File: src/rtl/rv_pkg.sv
// Shared RV32 encoding constants for the instruction packer: opcodes, format codes,
// immediate ranges and the decoded-field bundle type.
package rv_pkg;

    localparam logic [6:0] OP_R = 7'b0110011;
    localparam logic [6:0] OP_I = 7'b0010011;
    localparam logic [6:0] OP_S = 7'b0100011;
    localparam logic [6:0] OP_B = 7'b1100011;

    typedef enum logic [1:0] {
        FMT_R = 2'd0,
        FMT_I = 2'd1,
        FMT_S = 2'd2,
        FMT_B = 2'd3
    } fmt_e;

    // I/S carry a 12-bit signed immediate; B carries a 13-bit even byte offset.
    localparam int IMM12_MIN = -2048;
    localparam int IMM12_MAX = 2047;
    localparam int IMM13_MIN = -4096;
    localparam int IMM13_MAX = 4094;

    typedef struct packed {
        fmt_e        fmt;
        logic [4:0]  rd;
        logic [4:0]  rs1;
        logic [4:0]  rs2;
        logic [2:0]  funct3;
        logic [6:0]  funct7;
        logic [31:0] imm;
    } fields_t;

endpackage

File: src/rtl/instr_packer_if.sv
// Loader-side field bundle handshake plus instruction-memory write port of the packer.
interface instr_packer_if;

    logic        in_valid_i;
    logic        in_ready_o;
    logic [1:0]  fmt_i;
    logic [4:0]  rd_i;
    logic [4:0]  rs1_i;
    logic [4:0]  rs2_i;
    logic [2:0]  funct3_i;
    logic [6:0]  funct7_i;
    logic [31:0] imm_i;

    logic        mem_we_o;
    logic        mem_ready_i;
    logic [31:0] mem_addr_o;
    logic [31:0] mem_data_o;

    modport slave (
        input  in_valid_i, fmt_i, rd_i, rs1_i, rs2_i, funct3_i, funct7_i, imm_i, mem_ready_i,
        output in_ready_o, mem_we_o, mem_addr_o, mem_data_o
    );

    modport master (
        output in_valid_i, fmt_i, rd_i, rs1_i, rs2_i, funct3_i, funct7_i, imm_i, mem_ready_i,
        input  in_ready_o, mem_we_o, mem_addr_o, mem_data_o
    );

endinterface

File: src/rtl/instr_pack_comb.sv
// Pure combinational RV32 R/I/S/B encoder with immediate range check.
// o_ok low means the bundle must be rejected; o_word is then meaningless.
module instr_pack_comb
    import rv_pkg::*;
(
    input  fields_t     i_fields,
    output logic [31:0] o_word,
    output logic        o_ok
);

    logic signed [31:0] w_imm;
    logic               w_in12;
    logic               w_in13;

    assign w_imm  = signed'(i_fields.imm);
    assign w_in12 = (w_imm >= IMM12_MIN) && (w_imm <= IMM12_MAX);
    assign w_in13 = (w_imm >= IMM13_MIN) && (w_imm <= IMM13_MAX);

    // NOTE: every output gets a default before the case so no path can infer a latch.
    always_comb begin
        o_word = '0;
        o_ok   = 1'b1;
        case (i_fields.fmt)
            FMT_R: begin
                o_word = {i_fields.funct7, i_fields.rs2, i_fields.rs1,
                          i_fields.funct3, i_fields.rd, OP_R};
            end
            FMT_I: begin
                o_word = {i_fields.imm[11:0], i_fields.rs1,
                          i_fields.funct3, i_fields.rd, OP_I};
                o_ok   = w_in12;
            end
            FMT_S: begin
                o_word = {i_fields.imm[11:5], i_fields.rs2, i_fields.rs1,
                          i_fields.funct3, i_fields.imm[4:0], OP_S};
                o_ok   = w_in12;
            end
            FMT_B: begin
                o_word = {i_fields.imm[12], i_fields.imm[10:5], i_fields.rs2, i_fields.rs1,
                          i_fields.funct3, i_fields.imm[4:1], i_fields.imm[11], OP_B};
                o_ok   = w_in13 && !i_fields.imm[0];
            end
            default: ;
        endcase
    end

endmodule

File: src/rtl/instr_packer.sv
// Packs decoded field bundles into RV32 words and streams them into instruction memory
// through a single output register; out-of-range immediates are dropped and counted.
module instr_packer
    import rv_pkg::*;
#(
    parameter int          DEPTH     = 256,
    parameter logic [31:0] BASE_ADDR = 32'h0,
    parameter int          CNT_W     = 8
) (
    input  logic              clk_i,
    input  logic              rst_i,
    input  logic              clear_i,
    instr_packer_if.slave     bus,
    output logic              err_o,
    output logic [CNT_W-1:0]  err_cnt_o,
    output logic              full_o
);

    localparam int             WC_W    = $clog2(DEPTH) + 1;
    localparam logic [WC_W-1:0] WC_FULL = WC_W'(DEPTH);
    localparam logic [WC_W-1:0] WC_LAST = WC_W'(DEPTH - 1);

    fields_t           w_fields;
    logic [31:0]       w_word;
    logic              w_ok;
    logic              w_accept;
    logic              w_done;
    logic              w_last;

    logic              r_we;
    logic [31:0]       r_addr;
    logic [31:0]       r_data;
    logic              r_err;
    logic [CNT_W-1:0]  r_err_cnt;
    logic [WC_W-1:0]   r_count;

    assign w_fields = '{
        fmt:    fmt_e'(bus.fmt_i),
        rd:     bus.rd_i,
        rs1:    bus.rs1_i,
        rs2:    bus.rs2_i,
        funct3: bus.funct3_i,
        funct7: bus.funct7_i,
        imm:    bus.imm_i
    };

    instr_pack_comb u_pack (
        .i_fields (w_fields),
        .o_word   (w_word),
        .o_ok     (w_ok)
    );

    assign full_o = (r_count == WC_FULL);
    assign w_done = r_we && bus.mem_ready_i;
    assign w_last = (r_count == WC_LAST);

    // While the final word is completing, a new bundle would be word DEPTH+1, so hold it off.
    assign bus.in_ready_o = !full_o && (!r_we || (bus.mem_ready_i && !w_last));
    assign w_accept       = bus.in_valid_i && bus.in_ready_o;

    // NOTE: sequential state uses non-blocking assignments so every register sees pre-edge values.
    always_ff @(posedge clk_i) begin
        if (rst_i || clear_i) begin
            r_we      <= 1'b0;
            r_addr    <= BASE_ADDR;
            r_data    <= '0;
            r_err     <= 1'b0;
            r_err_cnt <= '0;
            r_count   <= '0;
        end else begin
            r_we  <= (w_accept && w_ok) || (r_we && !bus.mem_ready_i);
            r_err <= w_accept && !w_ok;
            if (w_accept && w_ok) begin
                r_data <= w_word;
            end
            if (w_done) begin
                r_addr  <= r_addr + 32'd4;
                r_count <= r_count + WC_W'(1);
            end
            if (w_accept && !w_ok && (r_err_cnt != '1)) begin
                r_err_cnt <= r_err_cnt + CNT_W'(1);
            end
        end
    end

    assign bus.mem_we_o   = r_we;
    assign bus.mem_addr_o = r_addr;
    assign bus.mem_data_o = r_data;
    assign err_o          = r_err;
    assign err_cnt_o      = r_err_cnt;

endmodule

File: src/flat_wrapper.sv
// flat-port wrapper written by rule: the top's interface ports become plain ports
module instr_packer_flat import rv_pkg::*;
#(
    parameter int          DEPTH     = 256,
    parameter logic [31:0] BASE_ADDR = 32'h0,
    parameter int          CNT_W     = 8
)
  (clk_i, rst_i, clear_i, err_o, err_cnt_o, full_o, bus_in_valid_i, bus_fmt_i, bus_rd_i, bus_rs1_i, bus_rs2_i, bus_funct3_i, bus_funct7_i, bus_imm_i, bus_mem_ready_i, bus_in_ready_o, bus_mem_we_o, bus_mem_addr_o, bus_mem_data_o);
  instr_packer_if bus_i ();
  input  logic clk_i;
  input  logic rst_i;
  input  logic clear_i;
  output logic err_o;
  output logic [CNT_W-1:0] err_cnt_o;
  output logic full_o;
  input wire logic [$bits(bus_i.in_valid_i)-1:0] bus_in_valid_i;
  input wire logic [$bits(bus_i.fmt_i)-1:0] bus_fmt_i;
  input wire logic [$bits(bus_i.rd_i)-1:0] bus_rd_i;
  input wire logic [$bits(bus_i.rs1_i)-1:0] bus_rs1_i;
  input wire logic [$bits(bus_i.rs2_i)-1:0] bus_rs2_i;
  input wire logic [$bits(bus_i.funct3_i)-1:0] bus_funct3_i;
  input wire logic [$bits(bus_i.funct7_i)-1:0] bus_funct7_i;
  input wire logic [$bits(bus_i.imm_i)-1:0] bus_imm_i;
  input wire logic [$bits(bus_i.mem_ready_i)-1:0] bus_mem_ready_i;
  output wire logic [$bits(bus_i.in_ready_o)-1:0] bus_in_ready_o;
  output wire logic [$bits(bus_i.mem_we_o)-1:0] bus_mem_we_o;
  output wire logic [$bits(bus_i.mem_addr_o)-1:0] bus_mem_addr_o;
  output wire logic [$bits(bus_i.mem_data_o)-1:0] bus_mem_data_o;
  assign bus_i.in_valid_i = bus_in_valid_i;
  assign bus_i.fmt_i = bus_fmt_i;
  assign bus_i.rd_i = bus_rd_i;
  assign bus_i.rs1_i = bus_rs1_i;
  assign bus_i.rs2_i = bus_rs2_i;
  assign bus_i.funct3_i = bus_funct3_i;
  assign bus_i.funct7_i = bus_funct7_i;
  assign bus_i.imm_i = bus_imm_i;
  assign bus_i.mem_ready_i = bus_mem_ready_i;
  assign bus_in_ready_o = bus_i.in_ready_o;
  assign bus_mem_we_o = bus_i.mem_we_o;
  assign bus_mem_addr_o = bus_i.mem_addr_o;
  assign bus_mem_data_o = bus_i.mem_data_o;
  instr_packer #(.DEPTH(DEPTH), .BASE_ADDR(BASE_ADDR), .CNT_W(CNT_W)) u_core (.clk_i(clk_i), .rst_i(rst_i), .clear_i(clear_i), .bus(bus_i), .err_o(err_o), .err_cnt_o(err_cnt_o), .full_o(full_o));
endmodule
File: config.mk
export PLATFORM = sky130hd
export DESIGN_NAME = instr_packer_flat
export DESIGN_NICKNAME = d
export VERILOG_FILES = /design/src/rtl/rv_pkg.sv /design/src/rtl/instr_packer_if.sv /design/src/rtl/instr_pack_comb.sv /design/src/rtl/instr_packer.sv /design/src/flat_wrapper.sv
export SDC_FILE = /design/constraint.sdc
export NUM_CORES = 1
export LEC_CHECK = 0
export ABC_AREA = 0
export ABC_CLOCK_PERIOD_IN_PS = 4900
export BUFFER_PORTS_ARGS = -buffer_cell sky130_fd_sc_hd__buf_2
export CORE_UTILIZATION = 55
export DETAILED_ROUTE_END_ITERATION = 16
export PLACE_DENSITY = 0.9
export SETUP_SLACK_MARGIN = 0.3
export SLEW_MARGIN = 10
export SYNTH_ARGS = -nofsm -noshare
export SYNTH_HDL_FRONTEND = slang
export SYNTH_HIERARCHICAL = 1
export SYNTH_SLANG_ARGS = --single-unit
export TNS_END_PERCENT = 100
File: constraint.sdc
create_clock -name clk_i -period 4.9 [get_ports clk_i]
set_input_delay 0.49 -clock clk_i [delete_from_list [all_inputs] [get_ports clk_i]]
set_output_delay 0.49 -clock clk_i [all_outputs]
set_load 0.02 [all_outputs]
==> flow_metrics.env <==
export IMPL_clock_path_buffers=2
export IMPL_drc_errors=0
export IMPL_grt_pass1_wl_um=16570
export IMPL_cts_hold_buffers=0
export IMPL_grt_overflow=0
export IMPL_h_tree_depth=3
export IMPL_grt_pass1_vias=3751
export IMPL_final_area_mm2=0.004995
export IMPL_post_drt_wl_per_cell_um=14.07
export IMPL_synth_seq_cells=81
export IMPL_routed_wl_um=10340
export IMPL_drive_gt1_share_pct=27.52
export IMPL_coreArea_mm2=0.007292
export IMPL_utilization_pct=68.50
export IMPL_synth_top_area_cell="dfxtp_1"
export IMPL_worstPathMaxFanout=38
export IMPL_placed_cell_area_mm2=0.004776
export IMPL_wl_met3_um=554
export IMPL_post_cts_setup_buffer_count=0
export IMPL_gr_usage_all_layers_pct=26.20
export IMPL_p_sw_mw=0.3172
export IMPL_worst_slew_pin_transition_ns=0.8342
export IMPL_fillers=624
export IMPL_path_class="flip-flop to output port"
export IMPL_wl_met1_um=4400
export IMPL_cap_violations=0
export IMPL_drt_iter0_markers=246
export IMPL_fin_tns_setup_ns=0
export IMPL_io_buffers=137
export IMPL_die_w_um=89.20
export IMPL_status="complete, no violations"
export IMPL_synth_cells=520
export IMPL_rsz0062_at_grt="no"
export IMPL_tritoncts="yes"
export IMPL_hold_start="bus_rs1_i[3]"
export IMPL_synth_area_mm2=0.004182
export IMPL_antenna_found_initial=0
export IMPL_startpoint="u_core/r_count[0]"
export IMPL_final_min_clock_period_ns=3.279
export IMPL_period_share_pct=66.92
export IMPL_path_clk_slew_ns=0.08
export IMPL_vias=4251
export IMPL_insertion_delay_ns=0.35
export IMPL_internal_power_mw=0.9589
export IMPL_synth_main_ff_cell="dfxtp_1"
export IMPL_end_kind="output port"
export IMPL_synthTopCellsByCount="81 x dfxtp_1, 76 x nand2_1, 54 x a21oi_1"
export IMPL_insertedDiodeCount=0
export IMPL_synth_top_area_share_pct=38.78
export IMPL_rr_startpoint="u_core/r_count[0]"
export IMPL_synth_edf_count=0
export IMPL_grt_max_degree=41
export IMPL_std_cell_rows=31
export IMPL_p_sw_share_pct=24.86
export IMPL_start_util_pct=57.34
export IMPL_combPwrFrac_pct=8.8
export IMPL_finalHoldViolations=0
export IMPL_power_density_mw_per_mm2=255.5
export IMPL_gp_congestion=0.9077
export IMPL_die_h_um=89.20
export IMPL_drt_pass1_iterations=4
export IMPL_die_area_mm2=0.007956
export IMPL_seqPwrFrac_pct=52.1
export IMPL_dp_hpwl_um=7301
export IMPL_finalNetCount=706
export IMPL_synth_seq_area_share_pct=38.78
export IMPL_cts_root_buf="clkbuf_8"
export IMPL_synth_async_reset_ratio_pct=0
export IMPL_synth_avg_cell_area_um2=8.041
export IMPL_cts_sinks=81
export IMPL_cts_buffers=9
export IMPL_timing_fmax_mhz=305.0
export IMPL_max_slew_margin_pct=43.61
export IMPL_synth_most_common_cell="dfxtp_1"
export IMPL_fin_skew_ns=0.01265
export IMPL_required_ns=4.41
export IMPL_ys_top_cells_by_area="dfxtp_1 39%, nand2_1 6.8%, a21oi_1 6.5%"
export IMPL_highest_layer="met4"
export IMPL_ir_drop_uv=194.5
export IMPL_cts_resized_gates=0
export IMPL_vias_per_cell=5.784
export IMPL_total_power_mw=1.276
export IMPL_ys_types=58
export IMPL_crit_path_start_kind="flip-flop"
export IMPL_hp_class="input port to flip-flop"
export IMPL_wl_met2_um=5113
export IMPL_leakagePower_nw=2.066
export IMPL_arrival_ns=2.79
export IMPL_setup_viol=0
export IMPL_ios=140
export IMPL_ant_nets=0
export IMPL_syn_to_final_growth_pct=19.45
export IMPL_ys_warn_count=6
export IMPL_pwr_share_clk_pct=39.1
export IMPL_drv_slew=0
[flip-flops by register name, summed over array words and instances, names as in the netlist]
name and cells:
u_core/bus.mem_addr_o 30, u_core/bus.mem_data_o 32, u_core/err_cnt_o 8, u_core/bus.mem_we_o 1
u_core/err_o 1, u_core/r_count 9
[cell families after synthesis]
logic type	Yosys count	share of synthesized area, %
compound gates	132	18.40
mux	8	2.005
xor+xnor	18	3.770
fa+ha+maj	11	3.291
flops	81	38.78
buf+inv	59	7.720
other cells	3	0.2693
simple gates	208	25.76
[stage by stage]
stage / hold slack, ns / setup slack (ns) / std cells
2_1_floorplan: 0.4618 / 2.481 / 523
3_3_place_gp: 0.4577 / 1.897 / 718
3_5_place_dp: 0.4652 / 1.732 / 718
4_1_cts: 0.3628 / 1.702 / 734
5_1_grt: 0.3572 / 1.439 / 735
6_report: 0.3745 / 1.621 / 735
[layer usage]
layer,vias to the layer above,GRT usage (%)
met3,30,4.801
met2,175,44.48
met1,1984,32.50
li1,2062,-
met4,0,11.54
met5,-,0
[cell type report]
| type | instances | area [um^2] | share of cell area [%] |
|---|---|---|---|
| repair buffers | 141 | 723.2 | 14.48 |
| inverters | 15 | 56.30 | 1.127 |
| clock buffers | 11 | 141.4 | 2.831 |
| multi-input cells | 383 | 2266 | 45.37 |
| flip-flops and latches | 81 | 1622 | 32.47 |
| clock inverters | 5 | 62.56 | 1.253 |
| well taps | 99 | 123.9 | 2.480 |
[path summary, 6_finish.rpt]
check | end | slack, ns | cells after the start
setup / recovery | bus_in_ready_o | 1.62 | 7
hold / removal | u_core/bus.mem_data_o[18] | 0.37 | 3
setup reg to reg | u_core/err_cnt_o[2] | 2.24 | 8
hold reg to reg | u_core/bus.mem_data_o[2] | 0.48 | 2
[power by group through the flow]
stage,logic (mW),clock network (mW),registers (mW)
after floorplan,0.0647,0,0.686
after global placement,0.106,0,0.680
after detailed placement,0.109,0,0.681
after CTS,0.110,0.507,0.665
after global routing,0.124,0.536,0.666
final,0.112,0.499,0.665
[worst max-delay path, stage by stage (launching register included)]
cell      delay, ns
dfxtp_1        0.34
inv_1          0.07
ha_1           0.16
nor4b_1        0.69
a22o_1         0.27
buf_4          0.33
clkinv_1       0.33
buf_2          0.25
[layout by cell type, fill, tap and decap left out, types with 13 or more instances in the layout]
cell type and instances:
nand4_1 22, o31ai_1 13, buf_2 137, dfxtp_1 81, or4_1 13, nand3_1 14
o21ai_0 44, nand2_1 76, inv_1 13, a21oi_1 54, nor2_1 29
(Power assumes the default switching activity.)
